`config.mk`:
```
export PLATFORM = sky130hd
export DESIGN_NAME = seq_det_prog_flat
export DESIGN_NICKNAME = d
export VERILOG_FILES = /design/src/rtl/seq_det_pkg.sv /design/src/rtl/seq_det_prog_if.sv /design/src/rtl/seq_det_prog_hist_sr.sv /design/src/rtl/seq_det_prog.sv /design/src/flat_wrapper.sv
export SDC_FILE = /design/constraint.sdc
export NUM_CORES = 1
export LEC_CHECK = 0
export CAP_MARGIN = 5
export CORE_UTILIZATION = 52
export CTS_CLUSTER_DIAMETER = 120
export DETAILED_ROUTE_END_ITERATION = 10
export GPL_TIMING_DRIVEN = 0
export HOLD_SLACK_MARGIN = 0.12
export PLACE_DENSITY_LB_ADDON = 0.15
export SETUP_SLACK_MARGIN = 0.02
export SYNTH_ARGS = -nofsm -noshare
export SYNTH_HDL_FRONTEND = slang
export SYNTH_SLANG_ARGS = --single-unit
export TNS_END_PERCENT = 50
```
`constraint.sdc`:
```
create_clock -name clk -period 3.4 [get_ports clk]
set_clock_uncertainty 0.05 [all_clocks]
set_input_delay 0.68 -clock clk [delete_from_list [all_inputs] [get_ports clk]]
set_output_delay 0.68 -clock clk [all_outputs]
set_load 0.005 [all_outputs]
```
`src/rtl/seq_det_pkg.sv`:
```
// Shared definitions for the programmable sequence detector.
// Holds the overlap-mode enum and the reset-default configuration that
// makes the block power up as the legacy overlapping 1101 detector.
package seq_det_pkg;

  typedef enum logic {
    NON_OVERLAP = 1'b0,
    OVERLAP     = 1'b1
  } ovl_mode_e;

  localparam logic [3:0]  DEF_PATTERN = 4'b1101;
  localparam int unsigned DEF_LEN     = 4;
  localparam ovl_mode_e   DEF_OVERLAP = OVERLAP;

endpackage

```
`src/rtl/seq_det_prog_if.sv`:
```
// Signal bundle for seq_det_prog.
// master: drives serial data, qualifier, config load/fields and counter clear;
//         receives out, out_r, match_cnt, cfg_err.
// slave : the detector side of the same signals.
interface seq_det_prog_if #(
  parameter int MAX_LEN = 8,
  parameter int CNT_W   = 8
);
  import seq_det_pkg::*;

  localparam int LEN_W = $clog2(MAX_LEN + 1);

  logic               in;
  logic               in_vld;
  logic               cfg_load;
  logic [MAX_LEN-1:0] pattern;
  logic [LEN_W-1:0]   pat_len;
  logic               overlap;
  logic               cnt_clr;
  logic               out;
  logic               out_r;
  logic [CNT_W-1:0]   match_cnt;
  logic               cfg_err;

  modport master (
    output in, in_vld, cfg_load, pattern, pat_len, overlap, cnt_clr,
    input  out, out_r, match_cnt, cfg_err
  );

  modport slave (
    input  in, in_vld, cfg_load, pattern, pat_len, overlap, cnt_clr,
    output out, out_r, match_cnt, cfg_err
  );

endinterface

```
`src/rtl/seq_det_prog_hist_sr.sv`:
```
// History shift register with fill counter for the sequence detector.
// Ports: clk, rst (async, active-high), i_shift (accept i_bit),
//        i_clr (sync clear, dominates i_shift), i_bit (serial bit),
//        o_hist (accepted bits, newest in bit 0), o_fill (valid bits, saturating).
module seq_hist_sr #(
  parameter int MAX_LEN = 8,
  parameter int LEN_W   = 4
) (
  input  logic               clk,
  input  logic               rst,
  input  logic               i_shift,
  input  logic               i_clr,
  input  logic               i_bit,
  output logic [MAX_LEN-1:0] o_hist,
  output logic [LEN_W-1:0]   o_fill
);

  localparam logic [LEN_W-1:0] FILL_MAX = LEN_W'(MAX_LEN);

  logic [MAX_LEN-1:0] r_hist;
  logic [LEN_W-1:0]   r_fill;

  always_ff @(posedge clk or posedge rst) begin
    if (rst) begin
      r_hist <= '0;
      r_fill <= '0;
    end else if (i_clr) begin
      r_hist <= '0;
      r_fill <= '0;
    end else if (i_shift) begin
      r_hist <= {r_hist[MAX_LEN-2:0], i_bit};
      if (r_fill != FILL_MAX) r_fill <= r_fill + LEN_W'(1);
    end
  end

  assign o_hist = r_hist;
  assign o_fill = r_fill;

endmodule

```
`src/rtl/seq_det_prog.sv`:
```
// Programmable Mealy serial sequence detector.
// Ports: clk, reset (async, active-high), bus (seq_det_prog_if.slave):
//   in/in_vld      qualified serial bit
//   cfg_load       capture pattern/pat_len/overlap into shadow registers
//   cnt_clr        synchronous clear of match_cnt (beats a same-cycle match)
//   out            same-cycle match pulse; out_r is its registered copy
//   match_cnt      saturating match count; cfg_err flags an illegal length
module seq_det_prog
  import seq_det_pkg::*;
#(
  parameter int MAX_LEN = 8,
  parameter int CNT_W   = 8
) (
  input logic           clk,
  input logic           reset,
  seq_det_prog_if.slave bus
);

  localparam int LEN_W = $clog2(MAX_LEN + 1);
  localparam logic [LEN_W-1:0] LEN_MAX = LEN_W'(MAX_LEN);

  logic [MAX_LEN-1:0] r_pat_q;
  logic [LEN_W-1:0]   r_len_q;
  ovl_mode_e          r_ovl_q;
  logic               r_cfg_err;
  logic               r_out_r;
  logic [CNT_W-1:0]   r_match_cnt;

  logic [MAX_LEN-1:0] w_hist;
  logic [LEN_W-1:0]   w_fill;
  logic [MAX_LEN-1:0] w_mask;
  logic [MAX_LEN:0]   w_cand;
  logic               w_len_ok;
  logic               w_eq;
  logic               w_match;
  logic               w_shift;
  logic               w_clr;

  // Low len_q bits of the mask set: (1 << len_q) - 1.
  always_comb begin
    w_mask = '0;
    for (int unsigned i = 0; i < MAX_LEN; i++) begin
      w_mask[i] = (LEN_W'(i) < r_len_q);
    end
  end

  // The oldest history bit sits above the mask, so it never affects the compare.
  assign w_cand   = {w_hist, bus.in};
  assign w_eq     = ((w_cand ^ {1'b0, r_pat_q}) & {1'b0, w_mask}) == '0;
  assign w_len_ok = ({1'b0, w_fill} + {{LEN_W{1'b0}}, 1'b1}) >= {1'b0, r_len_q};
  assign w_match  = bus.in_vld & ~bus.cfg_load & ~r_cfg_err & ~reset & w_len_ok & w_eq;

  assign w_shift  = bus.in_vld & ~bus.cfg_load;
  assign w_clr    = bus.cfg_load | (w_match & (r_ovl_q == NON_OVERLAP));

  seq_hist_sr #(
    .MAX_LEN (MAX_LEN),
    .LEN_W   (LEN_W)
  ) u_hist (
    .clk     (clk),
    .rst     (reset),
    .i_shift (w_shift),
    .i_clr   (w_clr),
    .i_bit   (bus.in),
    .o_hist  (w_hist),
    .o_fill  (w_fill)
  );

  always_ff @(posedge clk or posedge reset) begin
    if (reset) begin
      r_pat_q   <= MAX_LEN'(DEF_PATTERN);
      r_len_q   <= LEN_W'(DEF_LEN);
      r_ovl_q   <= DEF_OVERLAP;
      r_cfg_err <= 1'b0;
    end else if (bus.cfg_load) begin
      r_pat_q   <= bus.pattern;
      r_len_q   <= bus.pat_len;
      r_ovl_q   <= ovl_mode_e'(bus.overlap);
      r_cfg_err <= (bus.pat_len == '0) | (bus.pat_len > LEN_MAX);
    end
  end

  always_ff @(posedge clk or posedge reset) begin
    if (reset) begin
      r_out_r     <= 1'b0;
      r_match_cnt <= '0;
    end else begin
      r_out_r <= w_match;
      if (bus.cnt_clr)                          r_match_cnt <= '0;
      else if (w_match && (r_match_cnt != '1))  r_match_cnt <= r_match_cnt + CNT_W'(1);
    end
  end

  assign bus.out       = w_match;
  assign bus.out_r     = r_out_r;
  assign bus.match_cnt = r_match_cnt;
  assign bus.cfg_err   = r_cfg_err;

endmodule

```
`src/flat_wrapper.sv`:
```
// flat-port wrapper written by rule: the top's interface ports become plain ports
module seq_det_prog_flat import seq_det_pkg::*;
#(
  parameter int MAX_LEN = 8,
  parameter int CNT_W   = 8
)
  (clk, reset, bus_in, bus_in_vld, bus_cfg_load, bus_pattern, bus_pat_len, bus_overlap, bus_cnt_clr, bus_out, bus_out_r, bus_match_cnt, bus_cfg_err);
  seq_det_prog_if #(.MAX_LEN(MAX_LEN), .CNT_W(CNT_W)) bus_i ();
  input logic clk;
  input logic reset;
  input wire logic [$bits(bus_i.in)-1:0] bus_in;
  input wire logic [$bits(bus_i.in_vld)-1:0] bus_in_vld;
  input wire logic [$bits(bus_i.cfg_load)-1:0] bus_cfg_load;
  input wire logic [$bits(bus_i.pattern)-1:0] bus_pattern;
  input wire logic [$bits(bus_i.pat_len)-1:0] bus_pat_len;
  input wire logic [$bits(bus_i.overlap)-1:0] bus_overlap;
  input wire logic [$bits(bus_i.cnt_clr)-1:0] bus_cnt_clr;
  output wire logic [$bits(bus_i.out)-1:0] bus_out;
  output wire logic [$bits(bus_i.out_r)-1:0] bus_out_r;
  output wire logic [$bits(bus_i.match_cnt)-1:0] bus_match_cnt;
  output wire logic [$bits(bus_i.cfg_err)-1:0] bus_cfg_err;
  assign bus_i.in = bus_in;
  assign bus_i.in_vld = bus_in_vld;
  assign bus_i.cfg_load = bus_cfg_load;
  assign bus_i.pattern = bus_pattern;
  assign bus_i.pat_len = bus_pat_len;
  assign bus_i.overlap = bus_overlap;
  assign bus_i.cnt_clr = bus_cnt_clr;
  assign bus_out = bus_i.out;
  assign bus_out_r = bus_i.out_r;
  assign bus_match_cnt = bus_i.match_cnt;
  assign bus_cfg_err = bus_i.cfg_err;
  seq_det_prog #(.MAX_LEN(MAX_LEN), .CNT_W(CNT_W)) u_core (.clk(clk), .reset(reset), .bus(bus_i));
endmodule
```
==> flow_metrics.py <==
metrics = {
    "final_layout": {
        "fillerInstances": 261,
        "area_growth_pct": 25.5,
        "fin_nets": 242,
        "fin_cells": 261,
        "n_antenna_cell": 0,
        "drive_above_1_share_pct": 16.1,
    },
    "run": {
        "maxCapViolCount": 0,
    },
    "synthesis": {
        "synth-warning-count": 0,
        "synth_area_leaders": "dfrtp_1 (41%), dfstp_2 (7.3%), mux2_2 (5.7%), nor2_1 (5.2%), ha_1 (4.9%)",
        "synth_ff_type": "dfrtp_1",
        "syn_nets": 201,
        "synth_cells": 175,
        "synthTopCellsByCount": "dfrtp_1 (29), nor2_1 (25), nand2_1 (11)",
        "synth-async-reset-ratio_pct": 100,
        "synth.avg_cell_area_um2": 10.2,
        "synth_area_mm2": 0.00179,
        "yosysSeqAreaShare_pct": 47.8,
        "post-synth-top-area-fraction_pct": 40.5,
        "ys_ff_latch": 34,
        "synth_edf_count": 0,
        "synth_most_common_cell": "dfrtp_1",
        "synth_cell_types": 37,
        "synth_area_leader_cell": "dfrtp_1",
    },
    "grt": {
        "grt_first_pass_wirelength_mm": 6.44,
        "antenna_found_initial": 0,
        "grt_max_degree": 18,
        "overflow": 0,
        "grt_pass1_vias": 1482,
        "grtUsageTotal_pct": 24.6,
    },
    "placement": {
        "placed_cells": 248,
        "io_buffers": 29,
        "place_ws_ns": -0.939,
        "dp_hpwl_mm": 2.69,
        "gp_congestion": 0.833,
    },
    "clocking": {
        "cts_tree": "done",
        "clk_path_buf_depth": 2,
        "htreeDepth": 2,
        "insertion_delay_ns": 0.34,
        "clkTransAtPathRegs_ns": 0.11,
        "numCtsBuffers": 5,
        "cts.sinks": 34,
        "root_buffer": "clkbuf_4",
    },
    "floorplan": {
        "fp.coreArea_mm2": 0.00315,
        "dieHeight_um": 60.7,
        "start_util_pct": 56.8,
        "die_w_um": 60.7,
        "fp.dieArea_mm2": 0.00368,
        "ios": 30,
        "num_rows": 20,
    },
    "setup_path": {
        "r2r_slack_ns": 0.79,
        "cp-end-kind": "output port",
        "criticalPathCategory": "in -> out",
        "reg2reg_to": "u_core.bus.match_cnt[5]",
        "cp.required_ns": 2.67,
        "reg2reg_depth": 9,
        "worst-path-max-fanout": 2,
        "worstPathArrival_ns": 2.53,
        "start_kind": "primary input",
        "reg2reg_from": "u_core.u_hist.o_fill[0]",
    },
    "sta": {
        "setup_violations": 0,
        "report.final.slew_viol_count": 0,
        "setup_slack_ns": 0.140,
        "maxSlewHeadroom_pct": 49.3,
        "hold_viol": 0,
        "max_freq_mhz": 307,
        "worstMarginPinSlew_ns": 0.756,
        "fin_crit_ns": 3.26,
        "tns_ns": 0,
        "min_period_over_period_pct": 95.9,
        "rsz0062_at_grt": "false",
    },
    "routing": {
        "via_count": 1440,
        "drcViolationCount": 0,
        "wirelength_mm": 3.79,
        "drt-initial-drc-count": 49,
        "routed_via_density": 5.52,
        "first_pass_iters": 4,
        "ant_nets": 0,
        "wire_per_inst_um": 14.5,
    },
    "pwr": {
        "pwr-share-clk_pct": 29.5,
        "p_int_uw": 597,
        "combPwrFrac_pct": 15.8,
        "pwr-share-seq_pct": 54.7,
        "irDropWorstVdd_v": 0.000279,
        "cellPowerDensity_mw_per_mm2": 365,
        "power.leakage_uw": 0.000964,
        "power.switching_uw": 224,
        "switching_share_pct": 27.3,
    },
    "worst_hold_path": {
        "holdPathEnd": "u_core.r_ovl_q",
        "min-delay-start": "u_core.r_ovl_q",
        "hold_depth": 2,
        "hold_class": "reg -> reg",
    },
    "status": {
        "status": "completed",
    },
}
-- flip-flops by register name (all words and copies together), names as in the netlist --
register / count
u_core.u_hist.o_fill: 4
u_core.u_hist.o_hist: 7
u_core.r_ovl_q: 1
u_core.bus.match_cnt: 8
u_core.bus.cfg_err: 1
u_core.r_len_q: 4
u_core.bus.out_r: 1
u_core.r_pat_q: 8
-- area by class of cell --
| cell class | instances | area, um2 | area share [%] |
|---|---|---|---|
| Inverter | 10 | 43.8 | 1.95 |
| Clock buffer | 6 | 51.3 | 2.28 |
| Tap cell | 44 | 55.1 | 2.45 |
| Timing Repair Buffer | 34 | 328 | 14.6 |
| Multi-Input combinational cell | 125 | 876 | 39.0 |
| Buffer | 5 | 20.0 | 0.890 |
| Clock inverter | 2 | 12.5 | 0.556 |
| Sequential cell | 34 | 857 | 38.1 |
| Timing Repair inverter | 1 | 5.00 | 0.223 |
-- per-stage QoR --
stage / total power, uW / hold WS [ns] / util, % / cell area [um2]
global route: 863 / 0.484 / 71.3 / 2250
finish: 821 / 0.455 / 71.3 / 2250
CTS: 823 / 0.457 / 70.6 / 2230
detailed placement: 580 / 0.440 / 67.8 / 2140
global placement: 574 / 0.439 / 67.8 / 2140
floorplan: 532 / 0.410 / - / 1790
-- how the worst max path moves through the flow --
stage,from,end,slack (ns),cells past startpoint
finish,bus_in,bus_out,0.14,7
global route,u_core.u_hist.o_fill[0],bus_out,0.03,8
CTS,bus_in,bus_out,0.03,7
detailed placement,reset,bus_out,-0.94,7
global placement,reset,bus_out,-0.84,7
floorplan,reset,bus_out,0.49,5
-- power by group through the flow --
stage	sequential, uW	combinational (uW)	clock [uW]
2_1_floorplan	451	81.0	0
3_3_place_gp	455	119	0
3_5_place_dp	456	124	0
4_1_cts	449	128	247
5_1_grt	452	144	267
6_report	449	129	242
-- routing by layer --
layer	global-route usage (%)	up-vias	part of all wire, %
li1	-	688	-
met2	42.7	29	50
met4	12.0	0	2.2
met1	28.1	713	44
met3	6.61	10	3.5
met5	0	-	0
-- kinds of logic (layout without fill, tap and decap cells) --
group / Yosys count / count (layout) / synth area share (%)
buf+inv: 16 / 58 / 3.42
flops: 34 / 34 / 47.8
compound gates: 26 / 26 / 9.22
xor+xnor: 13 / 13 / 6.35
fa+ha+maj: 7 / 7 / 4.89
simple gates: 59 / 59 / 16.3
mux: 20 / 20 / 12.0
-- critical path, stage by stage --
cell             delay (ns)
clkdlybuf4s50_1        0.45
xor2_1                 0.18
a2111oi_2              0.33
o22a_2                 0.22
nand4_4                0.09
inv_4                  0.08
clkdlybuf4s50_1        0.49
-- cells in the final DEF (no fill, tap or decap), drive strengths merged, types with 2 or more instances in the layout --
master	count
mux2	12
inv	9
dfrtp	29
clkbuf	10
o22a	2
o21ai	10
clkdlybuf4s50	29
ha	7
nor2	25
nor4	2
dfstp	5
nor2b	3
a21oi	7
nor3	4
buf	6
mux2i	8
nand4	4
xnor2	8
nand3	4
nand2	11
clkinvlp	3
nand2b	2
xor2	5
-- what timing repair did --
item                                    CTS  global route
resized for setup                         3             1
endpoints found under the setup margin    2             1
setup buffers                             2             3
hold buffers                              0             0
pin swaps                                 2             2
gates cloned                              1             0
Note: power is estimated with default switching activity, not from simulation.
